<file path="config.mk">
export PLATFORM = sky130hd
export DESIGN_NAME = ex_bht
export DESIGN_NICKNAME = d
export VERILOG_FILES = /design/src/rtl/ex_bht_pkg.sv /design/src/rtl/ex_bht_bxx_resolve.sv /design/src/rtl/ex_bht.sv
export SDC_FILE = /design/constraint.sdc
export NUM_CORES = 1
export LEC_CHECK = 0
export CAP_MARGIN = 20
export CORE_ASPECT_RATIO = 2
export CORE_UTILIZATION = 40
export DETAILED_ROUTE_END_ITERATION = 12
export DONT_BUFFER_PORTS = 1
export PLACE_DENSITY = 0.55
export RECOVER_POWER = 100
export SYNTH_ARGS = -nofsm -noshare
export SYNTH_HDL_FRONTEND = slang
export SYNTH_SLANG_ARGS = --single-unit
</file>
<file path="constraint.sdc">
create_clock -name clk_i -period 6 [get_ports clk_i]
set_input_delay 1.2 -clock clk_i [delete_from_list [all_inputs] [get_ports clk_i]]
set_output_delay 1.2 -clock clk_i [all_outputs]
set_load 0.05 [all_outputs]
</file>
<file path="src/rtl/ex_bht_pkg.sv">
// Shared types and constants for the EX-resolved branch history table.
// Branch funct codes follow the RV32 B-type funct3 encoding.
package ex_bht_pkg;

  localparam int unsigned XlenDefault = 32;

  typedef enum logic [2:0] {
    BEq  = 3'b000,
    BNe  = 3'b001,
    BLt  = 3'b100,
    BGe  = 3'b101,
    BLtu = 3'b110,
    BGeu = 3'b111
  } bxx_funct_e;

  typedef enum logic [1:0] {
    CntSnt = 2'b00,
    CntWnt = 2'b01,
    CntWt  = 2'b10,
    CntSt  = 2'b11
  } cnt_e;

  // 2-bit saturating counter step.
  function automatic logic [1:0] cnt_next(input logic [1:0] cnt, input logic up);
    logic [1:0] res;
    res = cnt;
    if (up) begin
      if (cnt != CntSt) res = cnt + 2'd1;
    end else begin
      if (cnt != CntSnt) res = cnt - 2'd1;
    end
    return res;
  endfunction

endpackage

</file>
<file path="src/rtl/ex_bht_bxx_resolve.sv">
// Combinational branch condition evaluation from ALU compare flags.
// Undefined funct codes resolve as not-taken.
module ex_bht_bxx_resolve
  import ex_bht_pkg::*;
(
  input  logic [2:0] bxx_funct_i,
  input  logic       alu_zero_i,
  input  logic       alu_sign_i,
  input  logic       alu_carry_i,
  output logic       actual_o
);

  always_comb begin
    actual_o = 1'b0;
    case (bxx_funct_e'(bxx_funct_i))
      BEq:     actual_o = alu_zero_i;
      BNe:     actual_o = ~alu_zero_i;
      BLt:     actual_o = alu_sign_i;
      BGe:     actual_o = ~alu_sign_i;
      BLtu:    actual_o = alu_carry_i;
      BGeu:    actual_o = ~alu_carry_i;
      default: actual_o = 1'b0;
    endcase
  end

endmodule

</file>
<file path="src/rtl/ex_bht.sv">
// Dynamic branch predictor: IF lookup of 2-bit counters, EX resolve/train/flush.
// Optional gshare indexing is enabled by defining BHT_GSHARE_EN.
module ex_bht
  import ex_bht_pkg::*;
#(
  parameter int unsigned XLEN   = XlenDefault,
  parameter int unsigned IDX_W  = 6,
  parameter int unsigned GHR_W  = 6,
  parameter int unsigned MISS_W = 16
) (
  input  logic              clk_i,
  input  logic              rst_ni,
  input  logic              if_valid_i,
  input  logic [XLEN-1:0]   if_pc_i,
  output logic              if_take_o,
  output logic [IDX_W-1:0]  if_idx_o,
  input  logic              ex_branch_i,
  input  logic              ex_stall_i,
  input  logic [2:0]        bxx_funct_i,
  input  logic              alu_zero_i,
  input  logic              alu_sign_i,
  input  logic              alu_carry_i,
  input  logic              ex_take_i,
  input  logic [IDX_W-1:0]  ex_idx_i,
  input  logic [XLEN-1:0]   ex_pc_i,
  input  logic [XLEN-1:0]   bxx_imm_i,
  output logic              bxx_flush_o,
  output logic              predict_fail_o,
  output logic [XLEN-1:0]   fail_addr_o,
  output logic [MISS_W-1:0] miss_cnt_o
);

  localparam int unsigned Depth = 2 ** IDX_W;

  logic [1:0]        bht_q [Depth];
  logic [IDX_W-1:0]  lookup_idx;
  logic [MISS_W-1:0] miss_cnt_q, miss_cnt_d;
  logic              actual;
  logic              upd;

  logic unused_pc;
  assign unused_pc = ^{if_pc_i[XLEN-1:IDX_W+2], if_pc_i[1:0]};

`ifdef BHT_GSHARE_EN
  logic [GHR_W-1:0] ghr_q;

  // History is non-speculative: only resolved branches shift in.
  always_ff @(posedge clk_i or negedge rst_ni) begin
    if (!rst_ni) begin
      ghr_q <= '0;
    end else if (upd) begin
      ghr_q <= {ghr_q[GHR_W-2:0], actual};
    end
  end

  assign lookup_idx = if_pc_i[IDX_W+1:2] ^ IDX_W'(ghr_q);
`else
  localparam int unsigned UnusedGhrW = GHR_W;
  assign lookup_idx = if_pc_i[IDX_W+1:2];
`endif

  ex_bht_bxx_resolve u_resolve (
    .bxx_funct_i (bxx_funct_i),
    .alu_zero_i  (alu_zero_i),
    .alu_sign_i  (alu_sign_i),
    .alu_carry_i (alu_carry_i),
    .actual_o    (actual)
  );

  assign upd            = ex_branch_i & ~ex_stall_i;
  assign predict_fail_o = upd & (actual ^ ex_take_i);
  assign bxx_flush_o    = predict_fail_o;
  assign fail_addr_o    = !predict_fail_o ? '0 :
                          actual          ? ex_pc_i + bxx_imm_i :
                                            ex_pc_i + XLEN'(4);

  // Lookup sees the pre-update counter; no write bypass.
  assign if_idx_o  = lookup_idx;
  assign if_take_o = if_valid_i & bht_q[lookup_idx][1];

  always_comb begin
    miss_cnt_d = miss_cnt_q;
    if (predict_fail_o && (miss_cnt_q != '1)) miss_cnt_d = miss_cnt_q + MISS_W'(1);
  end

  always_ff @(posedge clk_i or negedge rst_ni) begin
    if (!rst_ni) begin
      for (int unsigned i = 0; i < Depth; i++) bht_q[i] <= CntWnt;
      miss_cnt_q <= '0;
    end else begin
      if (upd) bht_q[ex_idx_i] <= cnt_next(bht_q[ex_idx_i], actual);
      miss_cnt_q <= miss_cnt_d;
    end
  end

  assign miss_cnt_o = miss_cnt_q;

endmodule

</file>
== Yosys cells after proc, flatten, opt, wreduce, memory -nomap -nowiden ==
Cells that the tools add are included.
Operators by class
  $add $sub $neg: 5
  $lt $le $gt $ge: 3
  equal/unequal tests: 7
  mux-type cells: 16
  bitwise gates (word level): 10
  reduce and logical (&&, ||, !) cells: 4
Operators with widths (number)
  $bwmux W128: 1
  $mux W32: 2
  $add A32 B3 Y32 const B: 1
  $add A32 B32 Y32: 1
  $bmux W2 S6: 2
  $mux W2: 9
  $add A16 B1 Y16 const B: 1
  $ne A16 B16 Y1 const B: 1
  $ge A7 B7 Y1 const B: 2
  $not A6 Y7: 2
  $demux W2 S6: 1
  $eq A3 B3 Y1 const B: 4
  $lt A7 B1 Y1 const B: 1
  $pmux W1 S6: 1
  $not A1 Y1: 4
  $and A1 B1 Y1: 3
  $eq A3 B1 Y1 const B: 1
  $logic_not A3 Y1: 1
  $add A2 B1 Y2 const B: 1
  $logic_and A1 B1 Y1: 2
  $ne A2 B2 Y1 const B: 1
  $reduce_bool A2 Y1: 1
  $sub A2 B1 Y2 const B: 1
  $xor A1 B1 Y1: 1
Storage, ports and cells
  bits in registers: 144
  input bits: 114
  output and inout port bits: 57
  word-level logic and storage cells: 110

== Depth between registers and ports, before layout ==
  depth in word-level cells: 9
  depth in mapped cells: 12
  mapped depth without buffers: 12

== Cells and area by module ==
A second synthesis with hierarchy kept.
Second synthesis, totals
  cells, all modules: 1065
  area total of the unflattened synthesis: 10448.8 um^2
By module, submodules not included
  ex_bht: instances 1, cells each 1060, area each 10408.7 um^2, seq. area each 3683.5 um^2
  ex_bht_bxx_resolve: instances 1, cells each 5, area each 40.0 um^2, seq. area each 0.0 um^2

== Least setup slack after synthesis ==
No wires, ideal clock.
  path type: input to output
  from: input port ex_pc_i[0]
  to: output port fail_addr_o[30]
  arrival: 4.744 ns
  required time: 4.800 ns
  slack: 0.056 ns
  stages: 12
  buffers on the path: 0
  cells stage by stage: ha_1 fa_1 a21oi_1 o211ai_1 a41o_1 o31ai_1 o21ai_0 a31oi_1 nand3_1 a31oi_1 xor2_1 a211oi_1
On the way
  cells in the longest elaborated chain, start to end: 3
  elaborated cells between the ends (all ways): 4
  classes of those cells: add/sub (2); mux (2)
Ends and longest elaborated chain
  from (decl): line ex_bht.sv:25  | input logic [XLEN-1:0] ex_pc_i,
  $add A32 B3 Y32 or $add A32 B32 Y32 (tied branches): line ex_bht.sv:75, ex_bht.sv:74
  $mux W32 (*): line ex_bht.sv:74  | actual ? ex_pc_i + bxx_imm_i :
  $mux W32 (*): line ex_bht.sv:73  | assign fail_addr_o = !predict_fail_o ? '0 :
  to (decl): line ex_bht.sv:29  | output logic [XLEN-1:0] fail_addr_o,
Every way passes the cells marked *; elsewhere a longest branch is shown, timed or not.

== Final worst setup path ==
  from: input port ex_pc_i[0]
  to: output port fail_addr_o[28]
The elaborated chain is that of the path after synthesis.

==> impl_metrics.json <==
{
  "outcome": "finished, violations left",
  "violations": "max-capacitance violations, max-slew violations",
  "wl_per_cell_um": 22.4,
  "setup_violations": 0,
  "dr.max_layer_used": "met4",
  "dr_wl_met3_mm": 1.41,
  "syn_inst": 925,
  "vias": 7397,
  "worst-r2r-setup-slack_ns": 1.88,
  "setup-tns-final_ns": 0,
  "synth.distinct_cells": 55,
  "ys_seq_elements": 144,
  "start_util_pct": 41.0,
  "crit_path_end_kind": "primary output",
  "tightest_slew_ns": 2.27,
  "r2r_cells": 7,
  "p_leak_nw": 4.66,
  "async_flop_share_pct": 100,
  "die_area_um2": 25800,
  "worstPathRequired_ns": 4.80,
  "r2r-end": "bht_q[48]$_DFFE_PN1P_",
  "slowest_delay_ns": 0.42,
  "nNetsFinal": 1081,
  "synth_most_common_cell": "mux2_2",
  "via_per_inst": 5.79,
  "globalplace.congestion": 0.878,
  "fp.dieW_um": 114,
  "ys_warn_count": 0,
  "synth_edf_count": 0,
  "rows": 81,
  "cts_buffers": 17,
  "wl_met2_mm": 16.2,
  "grt_pass1_wl_mm": 44.8,
  "rsz0062_at_grt": "no",
  "drt_pass1_iterations": 5,
  "avgSynthCellArea_um2": 10.9,
  "startpoint": "ex_pc_i[0]",
  "dp_slack_ns": 0.238,
  "hold_viol": 0,
  "synth_common_cells": "mux2_2, nor2_1, nand2_1, dfrtp_1, dfstp_2",
  "syn_area_um2": 10100,
  "endpoint": "fail_addr_o[28]",
  "postLayoutSetupSlackWorst_ns": 0.335,
  "fp.dieH_um": 226,
  "grt_overflow": 0,
  "grt_pass1_vias": 8252,
  "critPathSlowestCell": "fa_1",
  "wl_met1_mm": 9.22,
  "hold_path.class": "input port to asynchronous set/reset pin",
  "finalClockSkew_ns": 0.00911,
  "postLayoutCellArea_um2": 11000,
  "grt_util_all_layers_pct": 23.5,
  "clkTransAtPathRegs_ns": 0.06,
  "drc_errors": 0,
  "drv_cap": 3,
  "relSlewSlack_pct": -51.5,
  "cts_tree": "yes",
  "fin_crit_ns": 5.67,
  "fin_util_pct": 44.9,
  "power_mw": 2.67,
  "yosysSeqAreaShare_pct": 36.6,
  "cts_setup_buffers": 0,
  "wirelength_mm": 28.6,
  "drtAntennaViolNets": 0,
  "synth_ff_type": "dfrtp_1",
  "synth_top_area_cell": "dfrtp_1",
  "fmax_ghz": 0.177,
  "placed_cell_area_um2": 10600,
  "path_common_cell": "a21oi_1",
  "synth.top_cell.area_share_pct": 19.9,
  "crit_arrival_ns": 4.47,
  "syn_nets": 1073,
  "clock_path_buffers": 2,
  "r2r_start": "bht_q[36]$_DFFE_PN1P_",
  "ctsRootBufferMaster": "clkbuf_16",
  "powerDensity_nw_per_um2": 243,
  "io-pin-count": 171,
  "hpwl_mm": 21.5,
  "num_antenna_cells": 0,
  "grt_max_degree": 145,
  "portBuffers": 0,
  "slew_viol_final": 133,
  "drive_gt1_share_pct": 31.7,
  "clkSinkCount": 144,
  "worst-path-max-fanout": 3,
  "period_share_pct": 94.4,
  "drtIter0Drc": 323,
  "coreArea_um2": 24500,
  "crit_chain": "ha_1 > fa_1 > a21oi_1 > o211ai_1 > a41o_1 > o31ai_2 > o21ai_0 > and3_1 > a221o_1 > a21oi_1 > xor2_1 > o22ai_1 > clkbuf_2",
  "ir_drop_mv": 0.216,
  "ctsHtreeMaxLevel": 4,
  "cp-start-kind": "input port",
  "antenna_found_initial": 0,
  "synthToLayoutAreaGrowth_pct": 9.49,
  "clk_latency_ns": 0.44,
  "netlist_top_cells_area": "dfrtp_1, dfstp_2, mux2_2",
  "worstSetupPathType": "input port to primary output"
}
==> layout make-up <==
cell class	instances	area [um2]
inverters	5	18.8
clock inverters	14	168
multi-input cells	725	6100
clock buffers	18	429
repair buffers	40	189
flip-flops and latches	144	3680
fillers	2397	13500
well taps	332	415
==> critical path: cells and delay by family <==
family | cells | cell delay, ns
and+or+nand+nor | 1 | 0.26
AOI/OAI and AO/OA | 8 | 1.86
adders and majority gates | 2 | 0.65
xor gates and xnor gates | 1 | 0.23
buffers and inverters | 1 | 0.26
==> registers in the layout (all words and copies together), names as in the netlist <==
signal,flops
bht_q,128
miss_cnt_o,16
==> placed cells by master (no fill, tap or decap), drive strengths merged, types with 11 or more instances in the layout <==
cell type | synthesis | final
xnor2 | 33 | 33
nand2 | 82 | 82
a21oi | 34 | 34
ha | 33 | 33
nand3 | 19 | 19
and3 | 18 | 18
nor2 | 84 | 84
dfrtp | 80 | 80
o21ai | 25 | 25
a21o | 14 | 14
xor2 | 36 | 36
mux2 | 129 | 129
nor3 | 11 | 11
mux2i | 39 | 39
clkbuf | 18 | 51
dfstp | 64 | 64
mux4 | 41 | 41
a211oi | 20 | 20
o22ai | 19 | 19
==> routing by layer <==
| metal | track usage [%] | vias up |
|---|---|---|
| met4 | 14.7 | 0 |
| met2 | 45.8 | 237 |
| li1 | - | 3408 |
| met1 | 21.4 | 3666 |
| met5 | 0 | - |
| met3 | 4.72 | 86 |
==> stage by stage <==
step / cells / hold WS, ns
final: 1278 / 0.461
after global routing: 1278 / 0.439
after CTS: 1278 / 0.443
after detailed placement: 1246 / 0.515
after global placement: 1245 / 0.505
after floorplan: 925 / 0.491
==> power breakdown <==
| group | switching (mW) | internal (mW) |
|---|---|---|
| Clock | 0.430 | 0.651 |
| Combinational | 0.269 | 0.185 |
| Sequential | 0.0922 | 1.04 |
==> worst min-delay path by stage <==
stage	slack (ns)	endpoint	startpoint
global placement	0.50	bht_q[123]$_DFFE_PN0P_	bht_q[123]$_DFFE_PN0P_
floorplan	0.49	bht_q[75]$_DFFE_PN0P_	bht_q[75]$_DFFE_PN0P_
CTS	0.44	bht_q[81]$_DFFE_PN0P_	rst_ni
detailed placement	0.52	bht_q[77]$_DFFE_PN0P_	bht_q[77]$_DFFE_PN0P_
finish	0.46	bht_q[81]$_DFFE_PN0P_	rst_ni
global route	0.44	bht_q[89]$_DFFE_PN0P_	rst_ni
==> what timing repair did <==
action,4_1_cts,5_1_grt
gates resized for setup,0,1
endpoints found under the setup margin,0,1
hold buffers,0,0
==> cell families (layout without fill, tap and decap cells) <==
kind of cell / count (synthesis) / after routing / share of synthesized area [%]
xor+xnor: 69 / 69 / 6.01
fa+ha+maj: 36 / 36 / 4.56
mux: 209 / 209 / 27.9
buf+inv: 56 / 77 / 3.51
compound gates: 137 / 137 / 8.55
simple gates: 274 / 274 / 12.9
flops: 144 / 144 / 36.6
Note: power is estimated with default switching activity, not from simulation.
